$ cat config.mk
export PLATFORM = sky130hd
export DESIGN_NAME = traffic_ctrl_gen2
export DESIGN_NICKNAME = d
export VERILOG_FILES = /design/src/rtl/traffic_ctrl_gen2.sv
export SDC_FILE = /design/constraint.sdc
export NUM_CORES = 1
export LEC_CHECK = 0
export CAP_MARGIN = 20
export CORE_AREA = 2 2 71 73
export CTS_BUF_LIST = sky130_fd_sc_hd__clkbuf_4
export CTS_CLUSTER_SIZE = 25
export DETAILED_ROUTE_END_ITERATION = 7
export DIE_AREA = 0 0 73 75
export PLACE_DENSITY = 0.85
export SYNTH_ARGS = -nofsm -noshare
export SYNTH_HDL_FRONTEND = slang
export SYNTH_SLANG_ARGS = --single-unit
$ cat constraint.sdc
create_clock -name clk -period 8.05 [get_ports clk]
set_clock_uncertainty 0.05 [all_clocks]
set_input_delay 1.61 -clock clk [delete_from_list [all_inputs] [get_ports clk]]
set_output_delay 1.61 -clock clk [all_outputs]
set_load 0.02 [all_outputs]
$ cat src/rtl/traffic_ctrl_gen2.sv
// Two-road traffic light controller with pedestrian walk phases,
// all-red clearance and a night flashing-yellow mode.
// Ports:
//   clk         : system clock
//   rst         : asynchronous reset, active-high
//   pedestrian  : host word, bit0 = walk request (rising edge),
//                 bit1 = flash enable (level)
//   led         : active-low {R1,Y1,G1,R2,Y2,G2,R3,G3}
//   state_o     : current state code
//   ped_pending : latched walk request not yet served
module traffic_ctrl_gen2 #(
    parameter int GREEN_CYC  = 100000000,
    parameter int YELLOW_CYC = 50000000,
    parameter int ALLRED_CYC = 10000000,
    parameter int WALK_CYC   = 100000000,
    parameter int FLASH_CYC  = 50000000,
    parameter int CNT_W      = 28
) (
    input  logic        clk,
    input  logic        rst,
    input  logic [31:0] pedestrian,
    output logic [7:0]  led,
    output logic [3:0]  state_o,
    output logic        ped_pending
);

    typedef enum logic [3:0] {
        S_G1    = 4'd1,
        S_Y1    = 4'd2,
        S_AR1   = 4'd3,
        S_G2    = 4'd4,
        S_Y2    = 4'd5,
        S_AR2   = 4'd6,
        S_PE1   = 4'd7,
        S_PE2   = 4'd8,
        S_FLASH = 4'd9
    } state_t;

    localparam logic [CNT_W-1:0] GREEN_L  = CNT_W'(GREEN_CYC - 1);
    localparam logic [CNT_W-1:0] YELLOW_L = CNT_W'(YELLOW_CYC - 1);
    localparam logic [CNT_W-1:0] ALLRED_L = CNT_W'(ALLRED_CYC - 1);
    localparam logic [CNT_W-1:0] WALK_L   = CNT_W'(WALK_CYC - 1);
    localparam logic [CNT_W-1:0] FLASH_L  = CNT_W'(FLASH_CYC - 1);

    state_t             state_q, state_d, succ;
    logic [CNT_W-1:0]   cnt_q, cnt_d, last_c;
    logic               blink_q, blink_d;
    logic               pend_q, pend_d;
    logic               ped_q;
    logic               flash_en, rise, expire, legal, enter_pe;
    logic [7:0]         lit;
    logic               unused_bits;

    assign flash_en    = pedestrian[1];
    assign rise        = pedestrian[0] & ~ped_q;
    assign unused_bits = ^pedestrian[31:2];

    // State register, phase counter, blink phase, request latch
    always_ff @(posedge clk or posedge rst) begin
        if (rst) begin
            state_q <= S_AR2;
            cnt_q   <= '0;
            blink_q <= 1'b1;
            pend_q  <= 1'b0;
            // Edge register starts high so a host that already
            // drives bit0 does not produce a request at release.
            ped_q   <= 1'b1;
        end else begin
            state_q <= state_d;
            cnt_q   <= cnt_d;
            blink_q <= blink_d;
            pend_q  <= pend_d;
            ped_q   <= pedestrian[0];
        end
    end

    always_comb begin
        last_c = '0;
        case (state_q)
            S_G1, S_G2:   last_c = GREEN_L;
            S_Y1, S_Y2:   last_c = YELLOW_L;
            S_AR1, S_AR2: last_c = ALLRED_L;
            S_PE1, S_PE2: last_c = WALK_L;
            S_FLASH:      last_c = FLASH_L;
            default:      last_c = '0;
        endcase
    end

    assign expire = (cnt_q == last_c);
    assign legal  = (state_q >= S_G1) && (state_q <= S_FLASH);

    // Next-state logic
    always_comb begin
        state_d = state_q;
        cnt_d   = cnt_q + 1'b1;
        blink_d = blink_q;
        succ    = S_AR2;
        case (state_q)
            S_G1:    succ = S_Y1;
            S_Y1:    succ = S_AR1;
            S_AR1:   succ = pend_q ? S_PE1 : S_G2;
            S_PE1:   succ = S_G2;
            S_G2:    succ = S_Y2;
            S_Y2:    succ = S_AR2;
            S_AR2:   succ = pend_q ? S_PE2 : S_G1;
            S_PE2:   succ = S_G1;
            default: succ = S_AR2;
        endcase
        if (!legal) begin
            state_d = S_AR2;
            cnt_d   = '0;
        end else if (state_q == S_FLASH) begin
            if (expire) begin
                cnt_d = '0;
                // Only leave after a dark half so the yellow
                // blink is never cut short.
                if (!blink_q && !flash_en) begin
                    state_d = S_AR2;
                end else begin
                    blink_d = ~blink_q;
                end
            end
        end else if (expire) begin
            cnt_d = '0;
            if (flash_en) begin
                state_d = S_FLASH;
                blink_d = 1'b1;
            end else begin
                state_d = succ;
            end
        end
    end

    // Entering a walk phase serves the request, but an edge
    // arriving on that very cycle is kept for the next round.
    assign enter_pe = ((state_d == S_PE1) || (state_d == S_PE2))
                      && (state_d != state_q);

    always_comb begin
        pend_d = pend_q | rise;
        if (enter_pe) begin
            pend_d = rise;
        end
    end

    // Output decode, active-high lamp pattern then inverted
    always_comb begin
        lit = 8'h92;
        case (state_q)
            S_G1:         lit = 8'h32;
            S_Y1:         lit = 8'h52;
            S_G2:         lit = 8'h86;
            S_Y2:         lit = 8'h8A;
            S_AR1, S_AR2: lit = 8'h92;
            S_PE1, S_PE2: lit = 8'h91;
            // Dark half keeps only the pedestrian red lit
            S_FLASH:      lit = blink_q ? 8'h4A : 8'h02;
            default:      lit = 8'h92;
        endcase
    end

    assign led         = ~lit;
    assign state_o     = state_q;
    assign ped_pending = pend_q;

endmodule

==> results of run 1 <==
## routing by layer
layer  up-vias  part of all wire [%]  track usage (%)  wire, µm
met3         9                   4.1            3.882       219
met5         -                     0                0         0
met2        54                    44            32.33      2341
li1       1066                     -                -         -
met4         0                   1.7            7.819        92
met1       980                    50            31.79      2633
## registers in the layout, summed over array words and instances (netlist names)
signal	count
blink_q	1
cnt_q	28
ped_pending	1
ped_q	1
state_o	4
## layout by cell type (no fill, tap or decap), types with 3 or more instances in the layout
cell type	synthesis	routed
ha_1	6	6
nor3_1	6	6
o21ai_0	4	4
nand3_1	14	14
or2_2	4	4
xor2_1	14	14
dfrtp_1	31	31
and3_1	4	4
clkdlybuf4s50_1	0	16
nand2b_1	7	7
nor2b_1	4	4
xnor2_1	12	12
dfstp_2	4	4
mux2i_1	7	7
nand4_1	11	11
nor2_1	49	49
nor4_1	3	3
nand2_1	29	29
inv_1	9	9
o21a_1	3	3
and3_2	3	3
a21oi_1	10	10
clkbuf_4	0	6
## synth_stat cells, types with 6 or more instances
| library cell | count | share of area, % |
|---|---|---|
| a21oi_1 | 10 | 2.0 |
| clkbuf_1 | 7 | 1.0 |
| dfrtp_1 | 31 | 31 |
| ha_1 | 6 | 3.0 |
| inv_1 | 9 | 1.3 |
| mux2i_1 | 7 | 2.8 |
| nand2_1 | 29 | 4.3 |
| nand2b_1 | 7 | 1.7 |
| nand3_1 | 14 | 2.8 |
| nand4_1 | 11 | 2.7 |
| nor2_1 | 49 | 7.3 |
| nor3_1 | 6 | 1.2 |
| xnor2_1 | 12 | 4.2 |
| xor2_1 | 14 | 4.9 |
## worst register-to-register path: stages, from the launching register on
cell and delay (ns):
dfstp_2 0.65, inv_1 0.13, ha_1 0.38, nor3b_1 0.24
or4b_1 0.53, nand2_1 0.13, nand4_2 0.17, or3_1 0.39
a21o_1 0.20, nand4bb_1 0.19, a32o_1 0.26
## worst max path at each step
stage                         to  slack, ns
after CTS                 led[4]       3.82
after global routing      led[4]       3.62
after detailed placement  led[7]       4.20
after global placement    led[4]       4.24
after floorplan           led[4]       4.61
final                     led[4]       3.81
## layout make-up
class / instances / area [µm²] / share of cell area, %
Multi-Input combinational cell: 238 / 1515 / 55.75
Clock buffer: 6 / 45.04 / 1.657
Tap cell: 54 / 67.56 / 2.486
Inverter: 9 / 33.78 / 1.243
Clock inverter: 2 / 7.507 / 0.2762
Sequential cell: 35 / 880.8 / 32.41
Timing Repair Buffer: 17 / 167.7 / 6.169
## power breakdown
part | leakage, µW | internal, µW | switching (µW)
registers | 0.000460 | 176 | 0.0538
clock network | 0.0000307 | 35.7 | 56.6
logic | 0.000648 | 1.89 | 4.45
## through the flow
step                cell area (µm²)  power [µW]  hold slack, ns  cells  setup slack, ns
CTS                            2718       278.2          0.5125    361            3.816
global route                   2718       287.6          0.5354    361            3.615
finish                         2718       274.9          0.5099    361            3.810
global placement               2665       186.1          0.4744    353            4.238
detailed placement             2665       186.2          0.4861    353            4.203
floorplan                      2506       182.9          0.4555    296            4.605
## kinds of logic (layout without fill, tap and decap cells)
group,after synthesis,in the layout,share of synthesized area [%]
AND/OR/NAND/NOR,150,150,30.45
buffers and inverters,23,34,4.394
flip-flops,35,35,35.15
multiplexers,9,9,3.894
AO/OA/AOI/OAI,47,47,14.03
adder cells (fa/ha/maj),6,6,2.995
XOR/XNOR,26,26,9.086
==> impl_metrics.env, run 1 <==
export IMPL_r2r_end="ped_pending"
export IMPL_synth_edf_count=0
export IMPL_io_buffers=16
export IMPL_finalSetupViolCount=0
export IMPL_arrival_ns=2.58
export IMPL_cts_hold_buf=0
export IMPL_ys_seq_elements=35
export IMPL_yosysWarnings=0
export IMPL_groute_usage_overall_pct=21.69
export IMPL_ir_drop_v=0.0001153
export IMPL_outcome="completed"
export IMPL_grt_pass1_wl_um=9266
export IMPL_drt_iter0_drc=153
export IMPL_cts_setup_buffers=0
export IMPL_cts_made_buffers=5
export IMPL_report_final_slew_viol_count=0
export IMPL_r2r_start="state_o[1]"
export IMPL_period_needed_ns=4.240
export IMPL_setup_tns_ns=0
export IMPL_cp_depth=6
export IMPL_ys_seq_area_share_pct=35.15
export IMPL_first_global_vias=1934
export IMPL_worstHoldEndpoint="ped_pending"
export IMPL_route_detailed_drc=0
export IMPL_p_leak_uw=0.001139
export IMPL_dieHeight_um=75
export IMPL_die_area_um2=5475
export IMPL_fmaxAchievable_mhz=235.9
export IMPL_cts_tree="built"
export IMPL_synthArstFlopShare_pct=100.0
export IMPL_crit_top_cell="inv_1"
export IMPL_row_count=25
export IMPL_ant_nets=0
export IMPL_dp_hpwl_um=3682
export IMPL_coreArea_um2=4661
export IMPL_antenna_found_initial=0
export IMPL_critPathBufInv=3
export IMPL_die_width_um=73
export IMPL_hold_class="flip-flop to flip-flop"
export IMPL_critical_path_top_delay_family="buffers and inverters"
export IMPL_htree_levels=2
export IMPL_cts_resized_gates=0
export IMPL_drive_above_1_share_pct=11.40
export IMPL_start_util_pct=53.77
export IMPL_avgViaCountPerCell=5.842
export IMPL_syn_cell_area_um2=2506
export IMPL_cts_path_max_buffers=2
export IMPL_rrSetupSlack_ns=4.65
export IMPL_worst_ep_required_time_ns=6.39
export IMPL_crit_chain="inv_1 -> ha_1 -> inv_1 -> nand2_1 -> o32ai_1 -> clkdlybuf4s50_1"
export IMPL_slew_headroom_pct=42.13
export IMPL_io_pins=47
export IMPL_nets=346
export IMPL_slowest_stage="dfstp_2"
export IMPL_hold_depth=2
export IMPL_hp_start="ped_q"
export IMPL_routabilityCongestion=0.9217
export IMPL_grt_max_degree=36
export IMPL_cp_end_kind="output pin"
export IMPL_p_per_area_nw_per_um2=101.2
export IMPL_cpPeakStageDelay_ns=0.65
export IMPL_reg2regPathDepth=10
export IMPL_rsz0062_at_grt="false"
export IMPL_fin_crit_sh_pct=52.67
export IMPL_syn_instance_count=296
export IMPL_diodes=0
export IMPL_synth_avg_cell_area_um2=8.467
export IMPL_cp_start_kind="flip-flop"
export IMPL_cts_sinks=35
export IMPL_path_max_fanout=14
export IMPL_clk_pin_slew_ns=0.11
export IMPL_firstDrtPassIters=4
export IMPL_crit_type="flip-flop to output pin"
export IMPL_finalHoldViolCount=0
export IMPL_tightestPinTransition_ns=0.8680
export IMPL_synth_fp_nets=336
export IMPL_vias=2109
export IMPL_overflow=0
export IMPL_insertion_delay_ns=0.35
export IMPL_crit_start="state_o[1]"
export IMPL_cts_root_buf="clkbuf_4"
export IMPL_area_growth_pct=8.437
export IMPL_synthFlopType="dfrtp_1"
export IMPL_drv_cap=0
export IMPL_wl_um=5287
export IMPL_synth_cell_types=61
export IMPL_fin_util_pct=58.31
export IMPL_wire_per_inst_um=14.65
export IMPL_final_fill_count=406
Note: power is estimated with default switching activity, not from simulation.
==> run 2: changes to the inputs <==
--- a/config.mk
+++ b/config.mk
@@ -6,12 +6,12 @@
 export NUM_CORES = 1
 export LEC_CHECK = 0
 export CAP_MARGIN = 20
-export CORE_AREA = 2 2 71 73
+export CORE_AREA = 2 2 72 74
 export CTS_BUF_LIST = sky130_fd_sc_hd__clkbuf_4
 export CTS_CLUSTER_SIZE = 25
 export DETAILED_ROUTE_END_ITERATION = 7
-export DIE_AREA = 0 0 73 75
-export PLACE_DENSITY = 0.85
+export DIE_AREA = 0 0 74 76
+export PLACE_DENSITY = 0.83
 export SYNTH_ARGS = -nofsm -noshare
 export SYNTH_HDL_FRONTEND = slang
 export SYNTH_SLANG_ARGS = --single-unit
==> constraint.sdc (replaced) <==
create_clock -name clk -period 4.01 [get_ports clk]
set_clock_uncertainty 0.05 [all_clocks]
set_input_delay 0.802 -clock clk [delete_from_list [all_inputs] [get_ports clk]]
set_output_delay 0.802 -clock clk [all_outputs]
set_load 0.02 [all_outputs]
==> run 2 against run 1 <==
Final area up 2.9%. Sequential share of layout area down 0.93 points. Critical endpoint unchanged. Setup slack worse by 3.2 ns. First-iteration DRC count up 33%. Global-route usage down 1.2 points. Non-clock buffer count up 1. Utilization down 1.4 points. Clock power rose to 3.4 times the previous value. Sequential power up 100%. Register-to-register slack worse by 4.0 ns. Combinational power up 100%. Via count up 2.2%.
==> impl_metrics.env, run 2 (synthesis gave the netlist of run 1 again) <==
export IMPL_outcome="completed"
export IMPL_setup_tns_ns=0
export IMPL_period_needed_ns=3.383
export IMPL_crit_chain="inv_1 -> ha_1 -> inv_1 -> nand2_1 -> o32ai_1 -> clkdlybuf4s50_1"
export IMPL_fmaxAchievable_mhz=295.6
export IMPL_finalNonFillerCells=378
export IMPL_p_leak_uw=0.001165
export IMPL_report_final_slew_viol_count=0
export IMPL_r2r_end="ped_pending"
export IMPL_cpPeakStageDelay_ns=0.65
export IMPL_wl_um=5260
export IMPL_insertion_delay_ns=0.34
export IMPL_cts_tree="built"
export IMPL_ant_nets=0
export IMPL_cp_end_kind="output pin"
export IMPL_cp_start_kind="flip-flop"
export IMPL_slowest_stage="dfstp_2"
export IMPL_wire_per_inst_um=13.92
export IMPL_cts_path_max_buffers=2
export IMPL_hold_depth=2
export IMPL_rrSetupSlack_ns=0.67
export IMPL_p_clk_share_pct=46.2
export IMPL_routabilityCongestion=0.9517
export IMPL_largest_reg_flops=28
export IMPL_grt_pass1_wl_um=9190
export IMPL_cts_hold_buf=0
export IMPL_power_frac_comb_pct=1.9
export IMPL_cts_sinks=35
export IMPL_rsz0062_at_grt="false"
export IMPL_ir_drop_v=0.0002683
export IMPL_p_switching_uw=130.3
export IMPL_hold_class="flip-flop to flip-flop"
export IMPL_finalHoldViolCount=0
export IMPL_die_width_um=74
export IMPL_arrival_ns=2.53
export IMPL_cts_root_buf="clkbuf_4"
export IMPL_worst_ep_required_time_ns=3.16
export IMPL_clk_pin_slew_ns=0.11
export IMPL_row_count=26
export IMPL_worstHoldEndpoint="ped_pending"
export IMPL_internal_power_uw=551.4
export IMPL_die_area_um2=5624
export IMPL_switching_share_pct=19.12
export IMPL_r2r_start="state_o[1]"
export IMPL_area_growth_pct=11.63
export IMPL_layout_common_cells="49 x nor2_1, 31 x dfrtp_1, 29 x nand2_1"
export IMPL_overflow=0
export IMPL_coreArea_um2=4912
export IMPL_reg2regPathDepth=10
export IMPL_fin_crit_sh_pct=84.36
export IMPL_antenna_found_initial=0
export IMPL_diodes=0
export IMPL_crit_type="flip-flop to output pin"
export IMPL_slew_headroom_pct=39.93
export IMPL_cts_setup_buffers=0
export IMPL_final_fill_count=448
export IMPL_start_util_pct=51.02
export IMPL_dp_hpwl_um=3786
export IMPL_route_detailed_drc=0
export IMPL_grt_max_degree=36
export IMPL_drt_iter0_drc=204
export IMPL_drive_above_1_share_pct=12.34
export IMPL_crit_top_cell="inv_1"
export IMPL_critPathBufInv=3
export IMPL_layout_commonest_cell="nor2_1"
export IMPL_avgViaCountPerCell=5.701
export IMPL_htree_levels=2
export IMPL_cts_resized_gates=0
export IMPL_regMostFlops="cnt_q"
export IMPL_p_per_area_nw_per_um2=243.7
export IMPL_dpl_cell_count=370
export IMPL_io_buffers=16
export IMPL_drv_cap=0
export IMPL_cts_made_buffers=5
export IMPL_critical_path_top_delay_family="buffers and inverters"
export IMPL_p_seq_share_pct=51.9
export IMPL_hp_start="ped_q"
export IMPL_io_pins=47
export IMPL_vias=2155
export IMPL_dieHeight_um=76
export IMPL_finalSetupViolCount=0
export IMPL_nets=347
export IMPL_firstDrtPassIters=4
export IMPL_first_global_vias=2039
export IMPL_tightestPinTransition_ns=0.9010
export IMPL_path_max_fanout=14
export IMPL_groute_usage_overall_pct=20.54
[run 2: how the worst max path moves through the flow]
| stage | startpoint | endpoint | slack, ns | cells after the start |
|---|---|---|---|---|
| floorplan | state_o[1] | ped_pending | 1.05 | 10 |
| global placement | state_o[1] | ped_pending | 0.70 | 10 |
| detailed placement | state_o[1] | ped_pending | 0.69 | 10 |
| CTS | state_o[1] | led[4] | 0.60 | 6 |
| global route | state_o[1] | led[4] | 0.43 | 6 |
| finish | state_o[1] | led[4] | 0.63 | 6 |
[run 2: power by group through the flow]
stage | clock [µW] | combinational, µW | sequential, µW
after global placement | 0 | 12.8 | 361
after global routing | 336 | 14.3 | 354
after detailed placement | 0 | 13.1 | 361
after CTS | 325 | 13.1 | 354
final | 315 | 12.7 | 354
after floorplan | 0 | 6.49 | 361
[run 2: stage by stage]
| step | instance area, µm² | util [%] | hold slack [ns] | setup slack, ns | total power (µW) |
|---|---|---|---|---|---|
| final | 2798 | 56.95 | 0.4974 | 0.6272 | 681.8 |
| after detailed placement | 2693 | 54.81 | 0.4762 | 0.6947 | 373.7 |
| after global routing | 2798 | 56.95 | 0.5293 | 0.4259 | 704.3 |
| after global placement | 2693 | 54.81 | 0.4739 | 0.7046 | 373.5 |
| after CTS | 2798 | 56.95 | 0.5057 | 0.6037 | 692.1 |
| after floorplan | 2506 | - | 0.4555 | 1.053 | 367.1 |
[run 2: routing by layer]
metal  wire, µm  GRT usage, %
met1       2407         27.82
met2       2534         32.05
met3        244         4.233
met4         74         7.818
met5          0             0
[run 2: final cells by class]
class,instances,area [µm²],area share (%)
Sequential cell,35,880.8,31.48
Clock inverter,3,67.56,2.415
Timing Repair Buffer,18,175.2,6.261
Clock buffer,5,37.54,1.342
Multi-Input combinational cell,238,1515,54.16
Tap cell,70,87.58,3.131
Inverter,9,33.78,1.208
[run 2: worst reg2reg max path: cells and delay by family (launching register included)]
family                   cells  cell delay (ns)
AND/OR/NAND/NOR              6             1.57
buffers and inverters        1             0.14
flip-flops                   1             0.65
AO/OA/AOI/OAI                2             0.46
adder cells (fa/ha/maj)      1             0.37
==> run 3: changes to the inputs <==
--- a/config.mk
+++ b/config.mk
@@ -6,12 +6,12 @@
 export NUM_CORES = 1
 export LEC_CHECK = 0
 export CAP_MARGIN = 20
-export CORE_AREA = 2 2 72 74
+export CORE_AREA = 2 2 75 77
 export CTS_BUF_LIST = sky130_fd_sc_hd__clkbuf_4
 export CTS_CLUSTER_SIZE = 25
 export DETAILED_ROUTE_END_ITERATION = 7
-export DIE_AREA = 0 0 74 76
-export PLACE_DENSITY = 0.83
+export DIE_AREA = 0 0 77 79
+export PLACE_DENSITY = 0.8
 export SYNTH_ARGS = -nofsm -noshare
 export SYNTH_HDL_FRONTEND = slang
 export SYNTH_SLANG_ARGS = --single-unit
==> constraint.sdc (replaced) <==
create_clock -name clk -period 3.1 [get_ports clk]
set_clock_uncertainty 0.05 [all_clocks]
set_input_delay 0.62 -clock clk [delete_from_list [all_inputs] [get_ports clk]]
set_output_delay 0.62 -clock clk [all_outputs]
set_load 0.02 [all_outputs]
==> run 3 against run 2 <==
Final area up 2.5%. Sequential power up 29%. Global-route usage down 1.3 points. Combinational power up 33%. Largest power group unchanged.
==> impl_metrics.env, run 3 (synthesis gave the netlist of run 1 again) <==
export IMPL_outcome="completed"
export IMPL_layout_commonest_cell="nor2_1"
export IMPL_report_final_slew_viol_count=0
export IMPL_drive_above_1_share_pct=16.30
export IMPL_p_per_area_nw_per_um2=256.7
export IMPL_insertion_delay_ns=0.33
export IMPL_start_util_pct=46.95
export IMPL_power_frac_comb_pct=2.3
export IMPL_path_max_fanout=7
export IMPL_worst_ep_required_time_ns=3.27
export IMPL_cp_start_kind="flip-flop"
export IMPL_slew_headroom_pct=70.39
export IMPL_vias=2198
export IMPL_rsz0062_at_grt="false"
export IMPL_finalSetupViolCount=0
export IMPL_fin_crit_sh_pct=96.09
export IMPL_firstDrtPassIters=4
export IMPL_seqCellArea_um2=884.6
export IMPL_route_detailed_drc=0
export IMPL_p_clk_share_pct=35.5
export IMPL_coreArea_um2=5338
export IMPL_row_count=27
export IMPL_cts_root_buf="clkbuf_4"
export IMPL_nets=358
export IMPL_p_leak_uw=0.001234
export IMPL_rrSetupSlack_ns=0.12
export IMPL_arrival_ns=3.15
export IMPL_cts_made_buffers=5
export IMPL_cts_tree="built"
export IMPL_setup_tns_ns=0
export IMPL_tightestPinTransition_ns=0.4441
export IMPL_die_width_um=77
export IMPL_hp_start="blink_q"
export IMPL_layout_common_cells="49 x nor2_1, 31 x dfrtp_1, 28 x nand2_1"
export IMPL_wl_um=5574
export IMPL_hold_depth=2
export IMPL_die_area_um2=6083
export IMPL_final_fill_count=522
export IMPL_hold_class="flip-flop to flip-flop"
export IMPL_worstHoldEndpoint="blink_q"
export IMPL_io_pins=47
export IMPL_crit_type="flip-flop to flip-flop"
export IMPL_reg2regPathDepth=10
export IMPL_regMostFlops="cnt_q"
export IMPL_avgViaCountPerCell=5.621
export IMPL_internal_power_uw=579.3
export IMPL_antenna_found_initial=0
export IMPL_finalNonFillerCells=391
export IMPL_cts_path_max_buffers=2
export IMPL_routabilityCongestion=0.9806
export IMPL_htree_levels=2
export IMPL_dp_hpwl_um=4047
export IMPL_finalHoldViolCount=0
export IMPL_cts_setup_buffers=0
export IMPL_cts_hold_buf=0
export IMPL_ir_drop_v=0.0002076
export IMPL_first_global_vias=2063
export IMPL_cp_end_kind="flip-flop"
export IMPL_fmaxAchievable_mhz=335.7
export IMPL_cts_sinks=35
export IMPL_dieHeight_um=79
export IMPL_period_needed_ns=2.979
export IMPL_drv_cap=0
export IMPL_dpl_cell_count=383
export IMPL_p_switching_uw=157.1
export IMPL_grt_max_degree=36
export IMPL_r2r_end="ped_pending"
export IMPL_grt_pass1_wl_um=9535
export IMPL_r2r_start="state_o[0]"
export IMPL_largest_reg_flops=28
export IMPL_drt_iter0_drc=170
export IMPL_groute_usage_overall_pct=19.26
export IMPL_io_buffers=16
export IMPL_ant_nets=0
export IMPL_wire_per_inst_um=14.26
export IMPL_area_growth_pct=14.48
export IMPL_p_seq_share_pct=62.2
export IMPL_clk_pin_slew_ns=0.10
export IMPL_diodes=0
export IMPL_multi_input_area_um2=1543
export IMPL_switching_share_pct=21.33
export IMPL_overflow=0
==> run 3: cell types whose count changed in the layout (fill, tap and decap cells not counted), sizes merged <==
cell | before | now
clkbuf | 5 | 8
clkdlybuf4s50 | 16 | 13
buf | 2 | 13
clkinvlp | 1 | 0
dlymetal6s2s | 0 | 1
bufinv | 2 | 0
dlygate4sd2 | 0 | 2
==> run 3: area by class of cell <==
cell class,count,area share [%]
tap,72,3.140
inverter,9,1.177
clock buffer,8,2.093
timing repair buffer,29,8.984
sequential,35,30.83
multi-input combinational,238,53.77
==> run 3: metal layers <==
layer	GRT usage, %	routed length, µm	up-vias	share of wire, %
li1	-	-	1086	-
met1	26.04	2672	1048	48
met2	32.02	2600	57	47
met3	3.182	233	7	4.2
met4	5.714	67	0	1.2
met5	0	0	-	0
==> run 3: power by group through the flow <==
stage	clock network (µW)	logic (µW)	registers [µW]
finish	262	16.9	458
global placement	0	16.8	467
CTS	272	17.4	458
detailed placement	0	17.3	467
global route	293	19.9	458
floorplan	0	8.40	467
==> run 3: stage by stage <==
stage	hold WS (ns)	cell area [µm²]	worst slack, ns	power [µW]	util, %
2_1_floorplan	0.4555	2506	0.1432	474.9	-
3_3_place_gp	0.4769	2778	0.1385	483.3	52.04
3_5_place_dp	0.4853	2778	0.08193	483.8	52.04
4_1_cts	0.5068	2835	0.02901	746.9	53.12
5_1_grt	0.5499	2869	0.001958	770.6	53.75
6_report	0.5116	2869	0.1213	736.4	53.75
==> run 3: worst max path at each step <==
stage                    start     endpoint  slack, ns  cells past startpoint
floorplan           state_o[1]  ped_pending       0.14                     10
global placement    state_o[1]  ped_pending       0.14                     10
detailed placement  state_o[1]  ped_pending       0.08                     10
CTS                 state_o[0]       led[4]       0.03                      6
global route        state_o[0]  ped_pending      0.002                     10
finish              state_o[0]  ped_pending       0.12                     10
==> run 3: worst max-delay path, cell delays in order, from the launching register on <==
cell and delay (ns):
dfrtp_1 0.40, inv_1 0.19, ha_2 0.27, or4b_1 0.44, a21oi_1 0.17, o32a_2 0.18
o21ai_2 0.12, or3_1 0.40, a21o_1 0.20, nand4bb_1 0.18, a32o_1 0.26
==> run 3: timing repair <==
action | 4_1_cts | 5_1_grt
gates resized for setup | 2 | 7
endpoints found under the setup margin | 2 | 2
pin swaps | 0 | 2
